===== src/rtl/alu_pkg.sv =====
// Shared types for the sequential ALU: op codes, FSM states and the shift-op classifier.
package alu_pkg;

  typedef enum logic [3:0] {
    OP_XOR  = 4'b0000,
    OP_SLL  = 4'b0001,
    OP_ADD  = 4'b0010,
    OP_AND  = 4'b0011,
    OP_SRA  = 4'b0100,
    OP_SRL  = 4'b0101,
    OP_SUB  = 4'b0110,
    OP_SLT  = 4'b0111,
    OP_OR   = 4'b1000,
    OP_SLTU = 4'b1001
  } alu_op_e;

  typedef enum logic [1:0] {
    IDLE,
    EXEC,
    SHIFT,
    DONE
  } alu_state_e;

  function automatic logic is_shift_op(input alu_op_e op);
    return (op == OP_SLL) || (op == OP_SRL) || (op == OP_SRA);
  endfunction

endpackage


===== src/rtl/alu_shift_step.sv =====
// Combinational single-step shifter: moves data by i_amt positions in the direction
// and fill mode selected by the shift op code; non-shift codes pass data through.
module alu_shift_step #(
  parameter int WIDTH = 32,
  parameter int AMT_W = 6
) (
  input  logic [WIDTH-1:0] i_data,
  input  logic [AMT_W-1:0] i_amt,
  input  logic [3:0]       i_op,
  output logic [WIDTH-1:0] o_data
);
  import alu_pkg::*;

  alu_op_e w_op;
  assign w_op = alu_op_e'(i_op);

  always_comb begin
    o_data = i_data;
    case (w_op)
      OP_SLL:  o_data = i_data << i_amt;
      OP_SRL:  o_data = i_data >> i_amt;
      OP_SRA:  o_data = $unsigned($signed(i_data) >>> i_amt);
      default: o_data = i_data;
    endcase
  end

endmodule


===== src/rtl/alu_seq_unit.sv =====
// Handshaked execute unit: logic/arith ops resolve in one cycle, shifts iterate SHIFT_STEP
// bits per cycle. Define ALU_SLT_EN to add the SLT/SLTU compare ops.
module alu_seq_unit #(
  parameter int WIDTH      = 32,
  parameter int SHIFT_STEP = 1
) (
  input  logic             clk,
  input  logic             reset,
  input  logic             in_valid,
  output logic             in_ready,
  input  logic [WIDTH-1:0] a,
  input  logic [WIDTH-1:0] b,
  input  logic [3:0]       alucontrol,
  output logic             out_valid,
  input  logic             out_ready,
  output logic [WIDTH-1:0] result,
  output logic             zero,
  output logic             illegal_op
);
  import alu_pkg::*;

  localparam int SW = $clog2(WIDTH);
  localparam int AW = SW + 1;
  localparam logic [AW-1:0] STEP_AMT = AW'(SHIFT_STEP);

  alu_state_e       r_state;
  logic             r_in_ready;
  logic             r_out_valid;
  logic [WIDTH-1:0] r_result;
  logic             r_zero;
  logic             r_illegal;
  logic [WIDTH-1:0] r_work;
  logic [SW-1:0]    r_remain;
  alu_op_e          r_op;

  alu_op_e          w_op;
  logic [SW-1:0]    w_shamt;
  logic             w_accept;
  logic [WIDTH-1:0] w_alu_res;
  logic             w_alu_illegal;
  logic [AW-1:0]    w_remain_ext;
  logic [AW-1:0]    w_step;
  logic [SW-1:0]    w_remain_next;
  logic [WIDTH-1:0] w_shift_out;

  assign w_op     = alu_op_e'(alucontrol);
  assign w_shamt  = b[SW-1:0];
  assign w_accept = in_valid && r_in_ready;

  // Single-cycle datapath works straight off the inputs in the accepting cycle, so
  // its result lands in DONE without an EXEC stage. Shift codes yield a (shamt = 0).
  always_comb begin
    w_alu_res     = '0;
    w_alu_illegal = 1'b0;
    case (w_op)
      OP_ADD:                 w_alu_res = a + b;
      OP_SUB:                 w_alu_res = a - b;
      OP_XOR:                 w_alu_res = a ^ b;
      OP_AND:                 w_alu_res = a & b;
      OP_OR:                  w_alu_res = a | b;
      OP_SLL, OP_SRL, OP_SRA: w_alu_res = a;
`ifdef ALU_SLT_EN
      OP_SLT:                 w_alu_res = {{(WIDTH-1){1'b0}}, ($signed(a) < $signed(b))};
      OP_SLTU:                w_alu_res = {{(WIDTH-1){1'b0}}, (a < b)};
`endif
      default:                w_alu_illegal = 1'b1;
    endcase
  end

  assign w_remain_ext  = {1'b0, r_remain};
  assign w_step        = (w_remain_ext > STEP_AMT) ? STEP_AMT : w_remain_ext;
  assign w_remain_next = r_remain - w_step[SW-1:0];

  alu_shift_step #(
    .WIDTH (WIDTH),
    .AMT_W (AW)
  ) u_shift (
    .i_data (r_work),
    .i_amt  (w_step),
    .i_op   (r_op),
    .o_data (w_shift_out)
  );

  always_ff @(posedge clk) begin
    if (reset) begin
      r_state     <= IDLE;
      r_in_ready  <= 1'b1;
      r_out_valid <= 1'b0;
      r_result    <= '0;
      r_zero      <= 1'b0;
      r_illegal   <= 1'b0;
      r_work      <= '0;
      r_remain    <= '0;
      r_op        <= OP_XOR;
    end else begin
      case (r_state)
        IDLE: begin
          if (w_accept) begin
            r_in_ready <= 1'b0;
            r_op       <= w_op;
            r_work     <= a;
            r_remain   <= w_shamt;
            if (is_shift_op(w_op) && (w_shamt != '0)) begin
              r_state <= SHIFT;
            end else begin
              r_state     <= DONE;
              r_out_valid <= 1'b1;
              r_result    <= w_alu_res;
              r_zero      <= (w_alu_res == '0);
              r_illegal   <= w_alu_illegal;
            end
          end
        end
        SHIFT: begin
          r_work   <= w_shift_out;
          r_remain <= w_remain_next;
          // Result is only published once the last step is done.
          if (w_remain_next == '0) begin
            r_state     <= DONE;
            r_out_valid <= 1'b1;
            r_result    <= w_shift_out;
            r_zero      <= (w_shift_out == '0);
            r_illegal   <= 1'b0;
          end
        end
        DONE: begin
          if (out_ready) begin
            r_state     <= IDLE;
            r_out_valid <= 1'b0;
            r_in_ready  <= 1'b1;
          end
        end
        default: begin
          r_state     <= IDLE;
          r_out_valid <= 1'b0;
          r_in_ready  <= 1'b1;
        end
      endcase
    end
  end

  assign in_ready   = r_in_ready;
  assign out_valid  = r_out_valid;
  assign result     = r_result;
  assign zero       = r_zero;
  assign illegal_op = r_illegal;

endmodule


===== config.mk =====
export PLATFORM = sky130hd
export DESIGN_NAME = alu_seq_unit
export DESIGN_NICKNAME = d
export VERILOG_FILES = /design/src/rtl/alu_pkg.sv /design/src/rtl/alu_shift_step.sv /design/src/rtl/alu_seq_unit.sv
export SDC_FILE = /design/constraint.sdc
export NUM_CORES = 1
export LEC_CHECK = 0
export ABC_AREA = 1
export CAP_MARGIN = 10
export CORE_ASPECT_RATIO = 0.7
export CORE_MARGIN = 5
export CORE_UTILIZATION = 50
export CTS_BUF_LIST = sky130_fd_sc_hd__clkbuf_16
export DETAILED_ROUTE_END_ITERATION = 7
export GPL_ROUTABILITY_DRIVEN = 0
export PLACE_DENSITY = 0.79
export SLEW_MARGIN = 10
export SYNTH_ARGS = -nofsm -noshare
export SYNTH_HDL_FRONTEND = slang
export SYNTH_SLANG_ARGS = --single-unit

===== constraint.sdc =====
create_clock -name clk -period 13.4 [get_ports clk]
set_clock_uncertainty 0.15 [all_clocks]
set_input_delay 4.02 -clock clk [delete_from_list [all_inputs] [get_ports clk]]
set_output_delay 4.02 -clock clk [all_outputs]
set_load 0.02 [all_outputs]

Yosys cells after proc, flatten, opt, wreduce, memory -nomap -nowiden
Cells that the tools add are included.
{"block": "word_totals", "reg_bits": 79, "elab_cells": 88}
{"block": "op_classes", "addsub": 3, "magnitude_cmp": 1, "n_eq_ne": 16, "shift": 3, "mux": 33, "bitwise_logic": 4, "reduce_logical": 19}
{"operator": "32-bit one-hot mux with 6 select lines", "count": 1}
{"operator": "32-bit two-way mux", "count": 4}
{"operator": "32-bit one-hot mux with 2 select lines", "count": 2}
{"operator": "32-bit one-hot mux with 3 select lines", "count": 1}
{"operator": "32-bit zero test", "count": 2}
{"operator": "32-bit adder", "count": 1}
{"operator": "32-bit AND", "count": 1}
{"operator": "32-bit bitwise OR", "count": 1}
{"operator": "32-bit by 5-bit << shifter with 32-bit output", "count": 1}
{"operator": "32-bit by 5-bit >> shifter with 32-bit output", "count": 1}
{"operator": "32-bit by 5-bit >>> shifter with 32-bit output", "count": 1}
{"operator": "32-bit subtractor", "count": 1}
{"operator": "32-bit bitwise XOR", "count": 1}
{"operator": "4-bit by 3-bit equality test with 1-bit output (second input constant)", "count": 5}
{"operator": "1-bit two-way mux", "count": 14}
{"operator": "5-bit two-way mux", "count": 2}
{"operator": "5-bit one-hot mux with 2 select lines", "count": 1}
{"operator": "4-bit by 1-bit equality test with 1-bit output (second input constant)", "count": 2}
{"operator": "4-bit by 2-bit equality test with 1-bit output (second input constant)", "count": 2}
{"operator": "2-bit != test (second input constant)", "count": 4}
{"operator": "4-bit AND reduction", "count": 2}
{"operator": "8-bit OR reduction", "count": 1}
{"operator": "2-bit two-way mux", "count": 3}
{"operator": "1-bit one-hot mux with 3 select lines", "count": 2}
{"operator": "17 further kinds", "count": 23}

Longest topological paths before layout
{"block": "depth", "word_depth": 7, "ltp_mapped": 30}

Cells and area by module
From an unflattened synthesis, not the netlist that was laid out.
{"block": "unflattened", "cells_unflattened": 2342, "area_unflattened_um2": 12962.4}
{"mod": "alu_seq_unit", "n_inst": 1, "cells_per_inst": 1477, "area_each_um2": 8853.5, "seq_area_each_um2": 1581.5}
{"mod": "alu_shift_step", "n_inst": 1, "cells_per_inst": 865, "area_each_um2": 4108.9, "seq_area_each_um2": 0.0}

Least setup slack after synthesis
Ideal clock, no wire load.
{"block": "synth_path", "path_type": "input -> register", "startpoint": "input port b[0]", "endpoint": "register r_zero (netlist: zero)", "setup_ns": 0.070, "arrival_time_ns": 7.055, "t_required_ns": 13.180, "path_slack_ns": 6.125, "path_stages": 29, "path_buffers": 0, "cell_sequence": "inv_1 -> ha_1 -> inv_1 -> nor3_1 -> nand3_1 -> nor3_2 -> nand4_1 -> nor2_1 -> inv_1 -> nor2_1 -> nand4_1 -> nand2_1 -> o21ai_1 -> xor2_1 -> ha_1 -> inv_1 -> nor3_1 -> nand2_1 -> nor2_1 -> nand2_1 -> nand2_1 -> nand2_1 -> nand3_1 -> nand2_1 -> inv_1 -> nand3_1 -> nor2_1 -> nand4_1 -> a21oi_1"}
{"block": "synth_between", "elab_chain_len": 6, "word_cells_on_any_way": 14, "cone_classes": "add/sub: 2; eq/ne: 1; mux: 4; bitwise: 3; reduce/logical: 4"}
{"item": "start, declared", "line": "alu_seq_unit.sv:12", "rtl": "input logic [WIDTH-1:0] b,"}
{"item": "32-bit subtractor, or another cell as far along", "line": "alu_seq_unit.sv:57", "rtl": "OP_SUB: w_alu_res = a - b;"}
{"item": "32-bit one-hot mux with 6 select lines", "line": "alu_seq_unit.sv:55", "rtl": "case (w_op)"}
{"item": "32-bit zero test", "line": "alu_seq_unit.sv:109", "rtl": "r_zero <= (w_alu_res == '0);"}
{"item": "1-bit two-way mux", "line": "alu_seq_unit.sv:103", "rtl": "if (is_shift_op(w_op) && (w_shamt != '0)) begin"}
{"item": "1-bit two-way mux", "line": "alu_seq_unit.sv:98", "rtl": "if (w_accept) begin"}
{"item": "1-bit one-hot mux with 2 select lines", "line": "alu_seq_unit.sv:96", "rtl": "case (r_state)"}
{"item": "end signal, assigned", "line": "alu_seq_unit.sv:109"}
{"item": "end signal, assigned", "line": "alu_seq_unit.sv:122", "rtl": "r_zero <= (w_shift_out == '0);"}
{"item": "end, declared", "line": "alu_seq_unit.sv:30", "rtl": "logic r_zero;"}
Several ways; a longest one is shown, not always the timed one. The select of a mux whose other input is x is not followed.
A chain may end at the register's enable or synchronous reset.

Final worst setup path
{"block": "layout_path", "startpoint": "input port alucontrol[1]", "endpoint": "register r_zero (netlist: zero)"}
{"block": "layout_between", "elab_chain_len": 7, "word_cells_on_any_way": 19, "cone_classes": "eq/ne: 8; mux: 4; reduce/logical: 7"}
{"item": "start, declared", "line": "alu_seq_unit.sv:13", "rtl": "input logic [3:0] alucontrol,"}
{"item": "4-bit by 1-bit equality test with 1-bit output / 4-bit by 3-bit equality test with 1-bit output (equally long branches)", "line": "alu_pkg.sv:25, alu_seq_unit.sv:55"}
{"item": "3-bit OR reduction", "line": "alu_seq_unit.sv:55"}
{"item": "32-bit one-hot mux with 6 select lines", "line": "alu_seq_unit.sv:55"}
{"item": "32-bit zero test", "line": "alu_seq_unit.sv:109"}
{"item": "1-bit two-way mux", "line": "alu_seq_unit.sv:103"}
{"item": "1-bit two-way mux", "line": "alu_seq_unit.sv:98"}
{"item": "1-bit one-hot mux with 2 select lines", "line": "alu_seq_unit.sv:96"}
Several ways; a longest one is shown, not always the timed one. The select of a mux whose other input is x is not followed.

==> flow_summary.yaml <==
floorplanning:
  die_area_um2: 21790
  io_pins: 108
  fp.dieW_um: 174.3
  start_util_pct: 50.35
  core_area_um2: 18760
  die_height_um: 125
  num_rows: 42
global_routing:
  overflow: 0
  antenna_found_initial: 0
  first_global_vias: 10190
  grt_max_degree: 61
  grt_first_pass_wirelength_mm: 52.95
  track_usage_pct: 29.53
logic_synthesis:
  synth_edf_count: 0
  yosys.area.top_type_share_pct: 20.15
  ys_types: 37
  synth.largest_area_cell: "nand2_1"
  syn_area_um2: 9447
  synthTopCellsByCount: "nand2_1, inv_1, nor2_1"
  synthTopCellsByArea: "nand2_1, dfxtp_1, ha_1"
  syn_area_per_cell_um2: 5.750
  synth_cells: 1643
  yosysSeqAreaShare_pct: 16.74
  ys_ff_latch: 79
  ys.flop_type: "dfxtp_1"
  synth_nets: 1814
  yosysMostFrequentCell: "nand2_1"
  ys.warnings.count: 0
  synthArstFlopShare_pct: 0
cts:
  clock_path_buffers: 2
  cts_buffers: 9
  cts_tree: "done"
  htreeDepth: 3
  cts.sinks: 79
  insertion_delay_ps: 340
  root_buffer: "clkbuf_16"
  post_cts.repair.setup_buffers: 0
  ctsHoldBuffers: 0
  post_cts_resized: 0
  path_clk_slew_ps: 60
layout:
  final_cell_area_um2: 10980
  synthToLayoutAreaGrowth_pct: 16.19
  fillCellCount: 1804
  drive_above_1_share_pct: 3.209
  n_antenna_cell: 0
  nNetsFinal: 1881
timing:
  period_minus_slack_ps: 9556
  hold_slack_ps: 319.7
  worstMarginPinSlew_ps: 1248
  fmax_mhz: 104.7
  final-max-slew-violation-count: 0
  slew_headroom_pct: 16.71
  setup_viol: 0
  rsz0062_at_grt: "false"
  setup_tns_ps: 0
  fin_crit_sh_pct: 71.31
  final_hold_viol_count: 0
setup_path:
  cp_data_required_time_ps: 13520
  crit_top_cell: "nand2_1"
  start_kind: "primary input"
  critical_path_class: "primary input to flip-flop"
  rr_startpoint: "r_op[0]"
  cp_slowest_stage_delay_ps: 820
  r2r-end: "zero"
  r2r_setup_slack_ps: 9880
  ff2ff_path_depth: 15
  slowest_stage: "inv_1"
  path_max_fanout: 29
  cp-end-kind: "flip-flop"
  worstPathArrival_ps: 9680
drt:
  drt_iter0_drc: 1576
  routedWlPerCell_um: 17.12
  drc_errors: 0
  routed_wl_mm: 33.48
  vias: 11330
  viasPerCell: 5.791
  drt_first_pass_iters: 7
  final_antenna_net_count: 0
outcome:
  outcome: "completed"
hold_path:
  hold_class: "flip-flop to flip-flop"
  whs_path_depth: 2
  whs_endpoint: "illegal_op"
  hp-start: "illegal_op"
power:
  p_leak_nw: 5.498
  vdd_drop_max_uv: 118.4
  p_per_area_nw_per_um2: 165.7
place:
  placed_area_um2: 10660
  dp_hpwl_mm: 25.86
  numPortBuffers: 107
flow_run:
  cap_violations: 0
-- layer usage --
| metal | GRT usage [%] | vias to the layer above | part of all wire (%) |
|---|---|---|---|
| met1 | 41.75 | 5020 | 44 |
| met3 | 8.147 | 86 | 13 |
| met2 | 42.88 | 744 | 40 |
| met4 | 10.75 | 0 | 3.8 |
| li1 | - | 5477 | - |
| met5 | 0 | - | 0 |
-- layout by cell type, fill, tap and decap left out, types with 2 or more instances in the layout --
master,instances
a21oi_1,72
bufinv_16,2
o211ai_1,8
o21a_1,4
a22o_1,5
nand3b_1,8
o21ai_0,79
o21bai_1,6
nand3_1,109
nand4_1,10
a211oi_1,4
clkbuf_16,9
nor3_1,24
nor2_4,2
o22ai_1,25
nand2_1,507
a31oi_1,52
a22oi_1,14
xor2_1,29
clkdlybuf4s50_1,107
nand2_2,2
nor4_1,4
or2_2,18
buf_4,11
nor2_1,144
inv_1,246
clkinv_2,2
a221oi_1,18
dfxtp_1,79
ha_1,98
nor2_2,6
-- layout make-up --
| cell class | count | area [um2] | area share [%] |
|---|---|---|---|
| clock inverter | 6 | 86.33 | 0.7866 |
| clock buffer | 9 | 225.2 | 2.052 |
| inverter | 246 | 923.4 | 8.413 |
| multi-input combinational | 1256 | 6703 | 61.07 |
| timing repair buffer | 118 | 1154 | 10.51 |
| sequential | 79 | 1582 | 14.41 |
| tap | 242 | 302.8 | 2.759 |
-- metrics by stage --
stage	setup slack [ps]	cells	power, mW	util [%]
floorplan	6125	1643	1.189	-
global placement	3824	1941	1.498	56.84
detailed placement	3776	1941	1.519	56.84
CTS	4099	1956	1.785	58.50
global route	3398	1956	1.961	58.50
finish	3844	1956	1.818	58.50
-- worst max-delay path by stage --
stage / startpoint / end / cells past startpoint
final: alucontrol[1] / zero / 25
after global placement: alucontrol[1] / zero / 25
after detailed placement: alucontrol[1] / zero / 23
after CTS: alucontrol[1] / zero / 23
after floorplan: b[0] / zero / 29
after global routing: alucontrol[1] / zero / 25
-- report_power, final --
| part | switching [mW] | internal (mW) |
|---|---|---|
| combinational | 0.802 | 0.383 |
| sequential | 0.0586 | 0.317 |
| clock | 0.0966 | 0.162 |
| total | 0.957 | 0.862 |
-- state kept, by name, summed over array words and instances, names as in the netlist --
signal,flops
r_state,2
r_op,4
out_valid,1
r_work,32
r_remain,5
illegal_op,1
result,32
in_ready,1
zero,1
-- worst max-delay path: cells and delay by family --
family	cells	cell delay (ps)
AOI/OAI and AO/OA	1	140
adders and majority gates	1	350
and+or+nand+nor	18	2920
buffers and inverters	4	2090
xor gates and xnor gates	1	140
-- cells by family after synthesis --
kind of cell,Yosys count,share of synthesized area (%)
flops,79,16.74
buf+inv,308,12.49
compound gates,291,18.40
simple gates,837,36.49
fa+ha+maj,99,13.19
xor+xnor,29,2.689
Note: power is estimated with default switching activity, not from simulation.
